$ cat src/rtl/vga_sync_gen.sv
// vga_sync_gen: 640x480@60 VGA timing generator with blanked, registered RGB/sync outputs.
// Latency: x/y are combinational from the counters; rgb/syncs/video_active/frame_tick lag them by 1 clock.
// Backpressure: none, free-running at the pixel clock; color must answer x/y in the same cycle.
//
// Ports:
//   CLOCK_25      pixel clock (25 MHz)
//   RESET_N       asynchronous active-low reset
//   color[2:0]    pixel colour for the current (x, y), bit2=R bit1=G bit0=B
//   x[11:0]       1-based column in active video, 0 in blanking
//   y[11:0]       1-based row in active video, 0 in blanking
//   rgb[2:0]      registered colour, forced to 0 outside active video
//   hsync_n       registered horizontal sync, active low
//   vsync_n       registered vertical sync, active low
//   video_active  registered, high while rgb carries visible pixels
//   frame_tick    registered one-cycle pulse at the start of vertical blanking
//
// Build option: define FRAME_TICK_EN to build the frame_tick generator; otherwise
// frame_tick is tied low and its register/comparator are not built.

`timescale 1ns/1ps

module vga_sync_gen #(
    parameter int H_ACTIVE = 640,
    parameter int H_FP     = 16,
    parameter int H_SYNC   = 96,
    parameter int H_BP     = 48,
    parameter int V_ACTIVE = 480,
    parameter int V_FP     = 10,
    parameter int V_SYNC   = 2,
    parameter int V_BP     = 33
) (
    input  logic        CLOCK_25,
    input  logic        RESET_N,
    input  logic [2:0]  color,
    output logic [11:0] x,
    output logic [11:0] y,
    output logic [2:0]  rgb,
    output logic        hsync_n,
    output logic        vsync_n,
    output logic        video_active,
    output logic        frame_tick
);

    localparam int H_TOTAL = H_ACTIVE + H_FP + H_SYNC + H_BP;
    localparam int V_TOTAL = V_ACTIVE + V_FP + V_SYNC + V_BP;

    // 12-bit views of the timing boundaries so every compare is width-matched.
    localparam logic [11:0] H_LAST   = 12'(H_TOTAL - 1);
    localparam logic [11:0] V_LAST   = 12'(V_TOTAL - 1);
    localparam logic [11:0] H_ACT    = 12'(H_ACTIVE);
    localparam logic [11:0] V_ACT    = 12'(V_ACTIVE);
    localparam logic [11:0] HS_FIRST = 12'(H_ACTIVE + H_FP);
    localparam logic [11:0] HS_LAST  = 12'(H_ACTIVE + H_FP + H_SYNC - 1);
    localparam logic [11:0] VS_FIRST = 12'(V_ACTIVE + V_FP);
    localparam logic [11:0] VS_LAST  = 12'(V_ACTIVE + V_FP + V_SYNC - 1);

    logic [11:0] h_cnt_q, h_cnt_d;
    logic [11:0] v_cnt_q, v_cnt_d;

    logic        active;
    logic        hs_win;
    logic        vs_win;

    logic [2:0]  rgb_q, rgb_d;
    logic        hsync_n_q, hsync_n_d;
    logic        vsync_n_q, vsync_n_d;
    logic        video_active_q, video_active_d;

    // Pixel/line counters: v_cnt advances on the same cycle h_cnt wraps.
    always_comb begin
        h_cnt_d = h_cnt_q + 12'd1;
        v_cnt_d = v_cnt_q;
        if (h_cnt_q == H_LAST) begin
            h_cnt_d = '0;
            if (v_cnt_q == V_LAST) begin
                v_cnt_d = '0;
            end else begin
                v_cnt_d = v_cnt_q + 12'd1;
            end
        end
    end

    // Timing decode from the counter registers only.
    always_comb begin
        active = (h_cnt_q < H_ACT) && (v_cnt_q < V_ACT);
        hs_win = (h_cnt_q >= HS_FIRST) && (h_cnt_q <= HS_LAST);
        vs_win = (v_cnt_q >= VS_FIRST) && (v_cnt_q <= VS_LAST);
    end

    // Coordinates are 1-based so 0 can unambiguously mean "blanking".
    always_comb begin
        x = '0;
        y = '0;
        if (active) begin
            x = h_cnt_q + 12'd1;
            y = v_cnt_q + 12'd1;
        end
    end

    // Output stage inputs: everything is registered once so pins stay aligned.
    always_comb begin
        rgb_d          = active ? color : 3'b000;
        hsync_n_d      = ~hs_win;
        vsync_n_d      = ~vs_win;
        video_active_d = active;
    end

    always_ff @(posedge CLOCK_25 or negedge RESET_N) begin
        if (!RESET_N) begin
            h_cnt_q        <= '0;
            v_cnt_q        <= '0;
            rgb_q          <= 3'b000;
            hsync_n_q      <= 1'b1;
            vsync_n_q      <= 1'b1;
            video_active_q <= 1'b0;
        end else begin
            h_cnt_q        <= h_cnt_d;
            v_cnt_q        <= v_cnt_d;
            rgb_q          <= rgb_d;
            hsync_n_q      <= hsync_n_d;
            vsync_n_q      <= vsync_n_d;
            video_active_q <= video_active_d;
        end
    end

    assign rgb          = rgb_q;
    assign hsync_n      = hsync_n_q;
    assign vsync_n      = vsync_n_q;
    assign video_active = video_active_q;

`ifdef FRAME_TICK_EN
    // Tick marks the first blanking line so game logic can update off-screen.
    logic frame_tick_q, frame_tick_d;

    always_comb begin
        frame_tick_d = (h_cnt_q == 12'd0) && (v_cnt_q == V_ACT);
    end

    always_ff @(posedge CLOCK_25 or negedge RESET_N) begin
        if (!RESET_N) begin
            frame_tick_q <= 1'b0;
        end else begin
            frame_tick_q <= frame_tick_d;
        end
    end

    assign frame_tick = frame_tick_q;
`else
    assign frame_tick = 1'b0;
`endif

endmodule

$ cat config.mk
export PLATFORM = sky130hd
export DESIGN_NAME = vga_sync_gen
export DESIGN_NICKNAME = d
export VERILOG_FILES = /design/src/rtl/vga_sync_gen.sv
export SDC_FILE = /design/constraint.sdc
export NUM_CORES = 1
export LEC_CHECK = 0
export CORE_ASPECT_RATIO = 0.7
export CORE_MARGIN = 1
export CORE_UTILIZATION = 46
export CTS_CLUSTER_DIAMETER = 100
export DETAILED_ROUTE_END_ITERATION = 10
export GPL_TIMING_DRIVEN = 0
export PLACE_DENSITY = 0.76
export SLEW_MARGIN = 20
export SYNTH_ARGS = -nofsm -noshare
export SYNTH_HDL_FRONTEND = slang
export SYNTH_SLANG_ARGS = --single-unit
$ cat constraint.sdc
create_clock -name CLOCK_25 -period 1.8 [get_ports CLOCK_25]
set_clock_uncertainty 0.1 [all_clocks]
set_input_delay 0.18 -clock CLOCK_25 [delete_from_list [all_inputs] [get_ports CLOCK_25]]
set_output_delay 0.18 -clock CLOCK_25 [all_outputs]
set_load 0.05 [all_outputs]
* After elaboration in Yosys (flattened, before gate mapping)
Index checks and enable logic that the tools add are counted.
** Storage, ports and cells
- Bits in registers :: 30
- Bits in latches :: 0
- Memory bits (writable) :: 0
- Memory bits (read-only) :: 0
- Bits of input ports :: 5
- Word-level logic and storage cells :: 26
- Memories :: 0
** Operators by class
- Add/subtract/negate cells :: 2
- Multiply operators :: 0
- Divide/modulo/power cells :: 0
- Magnitude comparators :: 6
- Equal/unequal tests :: 2
- Shift operators :: 0
- Mux-type cells :: 5
- Bitwise operators :: 2
- Reductions and logical operators :: 3
** Operators by type and width (number)
- $mux 12 :: 4
- $add 12x1->12 const B :: 2
- $eq 12x10->1 const B :: 2
- $ge 12x10->1 const B :: 1
- $ge 12x9->1 const B :: 1
- $le 12x10->1 const B :: 1
- $le 12x9->1 const B :: 1
- $lt 12x10->1 const B :: 1
- $lt 12x9->1 const B :: 1
- $logic_and 1x1->1 :: 3
- $mux 3 :: 1
- $not 1->1 :: 2

* Logic depth before layout (Yosys ltp)
Gate-level depths: netlist (run 1).
- Word-level depth :: 3
- Mapped depth :: 7
- Mapped depth without buffers :: 6

* Worst setup path before layout (run 1)
No wires, ideal clock.
- Path kind :: register -> output
- Start point :: register v_cnt_q[5]
- End point :: output x[3]
- Data arrival time :: 1868 ps
- Required time :: 1520 ps
- Path slack :: -348 ps
- Cell stages (with the launch flop) :: 6
- Buffers on the path :: 2
- Path through :: dfrtp_1 > buf_4 > and4_2 > nand4b_2 > buf_2 > nor2_1
** On the way
- Longest elaborated chain between the ends :: 3
** RTL lines
- from (decl) :: RTL line 58 : logic [11:0] v_cnt_q, v_cnt_d;
- from (signal assigned) :: RTL line 118 : v_cnt_q <= v_cnt_d;
- $lt 12x9->1 :: RTL line 85 : active = (h_cnt_q < H_ACT) && (v_cnt_q < V_ACT);
- $logic_and 1x1->1 :: RTL line 85
- $mux 12 :: RTL line 94 : if (active) begin
- to (decl) :: RTL line 35 : output logic [11:0] x,
No other way between the ends.

* Worst setup path in the final report (run 1)
- Start point :: register h_cnt_q[2]
- End point :: output x[7]
** On the way
- Longest elaborated chain between the ends :: 3
** RTL lines
- from (decl) :: RTL line 57 : logic [11:0] h_cnt_q, h_cnt_d;
- from (signal assigned) :: RTL line 117 : h_cnt_q <= h_cnt_d;
- $lt 12x10->1 :: RTL line 85
- $logic_and 1x1->1 :: RTL line 85
- $mux 12 * :: RTL line 94
Every way passes the cells marked *; elsewhere a longest branch is shown, timed or not.

==> reports/metrics.cfg, run 1 <==
[sta]
finalSetupViolations=25
max_slew_margin_pct=53.8
hold_viol=0
tightest_slew_ns=0.692
maxSlewViolCount=0
fmax_ghz=0.488
layout_setup_ws_ns=-0.251
post-route-min-period_ns=2.05
fin_crit_sh_pct=114
grt_setup_unrepaired=yes

[die]
num_io_pins=36
core-area_mm2=0.00358
start_util_pct=48.6
fp.dieArea_mm2=0.00404
floorplan.rows=18
dieHeight_um=53.5
die-width_um=75.5

[placement]
dp_hpwl_um=2770
dpl.cell_count=264
io_buffers=29
gp_congestion=0.793
dp_slack_ns=-0.818

[grt]
grt_use_total_pct=25.6
grt_pass1_vias=1409
grt_pass1_wl_um=7150
grt_max_degree=31
grt-ovfl-total=0
antenna_found_initial=0

[clock_network]
root_buffer=clkbuf_8
numCtsBuffers=5
htreeDepth=2
numClockSinks=30
clk_path_buf_depth=2
cts_tree=built
clk_transition_reported_paths_ns=0.07
clk_latency_ns=0.29

[final_layout]
diodes=0
fin_nets=262
drive_above_1_share_pct=52.4
utilization_pct=80.1
area_delta_synth_final_pct=64.7
layout.cells.non_filler=304
fillerInstances=178

[run_status]
violations=setup timing
status=finished with violations

[synth]
synth_warnings=0
ys_seq_area_share_pct=43.2
synth_cell_types=42
mappedNetlistArea_mm2=0.00174
synthCells=180
synth-seq-cells=30
syn_avg_cell_area_um2=9.68

[critical_path]
crit_path_end_kind=output port
cp.arrival_ns=1.77
critPathKind=reg2out
cp_data_required_time_ns=1.52
cp_cell_sequence=and4_2, nand2_1, xnor2_1, and2_2, buf_6
slowest_delay_ns=0.45
startpoint_type=register
crit_fanout=5
cpMaxStageDelayCell=dfrtp_1

[power]
powerDensity_mw_per_mm2=502
irDropWorstVdd_uv=408
power_uw=1440
p_leak_uw=0.00125

[job]
cap_violations=0

[route]
post_drt_wl_per_cell_um=18.5
dr.pass1.iters=6
drt-total-wl_um=5620
via_per_inst=5.48
dr_total_vias=1667
drc=0
drt-initial-drc-count=158
antenna_left=0

[hold_path]
holdCritPathClass=in2reg

## layout make-up
type / instances / area, um2 / area share (%)
repair buffers: 61 / 629 / 21.9
well taps: 50 / 62.6 / 2.18
clock buffers: 5 / 68.8 / 2.40
multi-input cells: 133 / 1130 / 39.6
flip-flops and latches: 30 / 764 / 26.6
plain buffers: 12 / 129 / 4.49
clock inverters: 3 / 40.0 / 1.40
inverters: 10 / 40.0 / 1.40
## sequential cells by signal (all words and copies together), names as in the netlist
| register | flops |
|---|---|
| h_cnt_q | 12 |
| vsync_n | 1 |
| hsync_n | 1 |
| video_active | 1 |
| v_cnt_q | 12 |
| rgb | 3 |
## per-stage QoR
step                      setup TNS [ns]  instance area, um2  hold WS (ns)
after floorplan                   -0.987                1850        -0.216
after global placement            -14.56                2200         0.415
after detailed placement          -14.26                2200         0.167
after CTS                          -3.37                2610         0.352
after global routing               -6.16                2870         0.345
final                              -4.34                2870         0.350
## per-layer routing
layer	vias to the layer above	GRT usage, %	wire [um]
met5	-	0	0
met4	0	9.26	106
met3	13	7.81	414
li1	745	-	-
met2	77	39.0	2770
met1	832	34.2	2320
## kinds of logic after synthesis
logic type               Yosys count  share of synthesized area (%)
XOR/XNOR                          19                           9.55
AO/OA/AOI/OAI                     15                           4.81
AND/OR/NAND/NOR                   85                           29.3
flip-flops                        30                           43.2
buffers and inverters             23                           8.26
adder cells (fa/ha/maj)            4                           2.87
other                              1                          0.215
multiplexers                       3                           1.72
## cells in the final DEF, fill, tap and decap left out, drive strengths merged, types with 6 or more instances in the layout
cell and instances:
a21oi 6, and2 7, and4 6, buf 61, clkbuf 7, clkdlybuf4s50 7
conb 6, dfrtp 28, inv 10, nand2 12, nand3 11, nand4 6
nor2 26, o21ai 6, xnor2 6, xor2 13
## timing repair
action	CTS	global route
gates cloned	2	1
buffers inserted	14	15
endpoints found under the setup margin	31	29
hold buffers	1	0
pin swaps	10	17
gates resized for setup	169	44
endpoints found under the hold margin	28	0
## worst max-delay path, delay by kind of cell, from the launching register on
family / cells / cell delay, ns
xor+xnor: 1 / 0.24
simple gates: 3 / 0.64
buf+inv: 1 / 0.15
flops: 1 / 0.45
## synth_stat cells (all sizes together)
cell type,count,area [um2]
dfrtp,28,701
nor2,26,105
xor2,13,114
buf,12,92.6
nand2,12,45.0
nand3,11,55.1
inv,10,37.5
and2,7,45.1
a21oi,6,30.0
and4,6,57.6
nand4,6,52.6
o21ai,6,30.0
xnor2,6,52.6
ha,4,50.1
nor3,4,31.3
mux2i,3,30.0
and4bb,2,25.0
dfstp,2,52.6
nor2b,2,12.5
a21boi,1,7.51
a41o,1,10.0
and3,1,7.51
clkbuf,1,13.8
conb,1,3.75
nand2b,1,6.26
nand3b,1,7.51
nand4b,1,15.0
nor4b,1,8.76
nor4bb,1,10.0
o22ai,1,6.26
or3,1,7.51
or3b,1,8.76
or4b,1,10.0
## worst paths after layout
| path | cells after the start | endpoint | slack [ns] | startpoint |
|---|---|---|---|---|
| max in group asynchronous | 2 | h_cnt_q[0] | 0.73 | RESET_N |
| hold / removal | 2 | rgb[1] | 0.35 | color[1] |
| hold reg to reg | 1 | h_cnt_q[11] | 0.44 | h_cnt_q[11] |
| setup / recovery | 5 | x[7] | -0.25 | h_cnt_q[2] |
| min in group asynchronous | 2 | v_cnt_q[4] | 0.37 | RESET_N |
| setup reg to reg | 9 | v_cnt_q[10] | -0.17 | v_cnt_q[0] |
## where the power goes
part           internal, uW  switching [uW]  total [uW]
registers               677           0.924         678
clock network           407             272         679
logic                  23.9            58.1        82.0
Power figures use the tool's default switching activity.
==> run 2, diff against run 1 <==
--- a/config.mk
+++ b/config.mk
@@ -5,6 +5,7 @@
 export SDC_FILE = /design/constraint.sdc
 export NUM_CORES = 1
 export LEC_CHECK = 0
+export CAP_MARGIN = 20
 export CORE_ASPECT_RATIO = 0.7
 export CORE_MARGIN = 1
 export CORE_UTILIZATION = 46
==> results of run 2 <==
The final DEF is identical to that of run 1; final timing and power are the same.
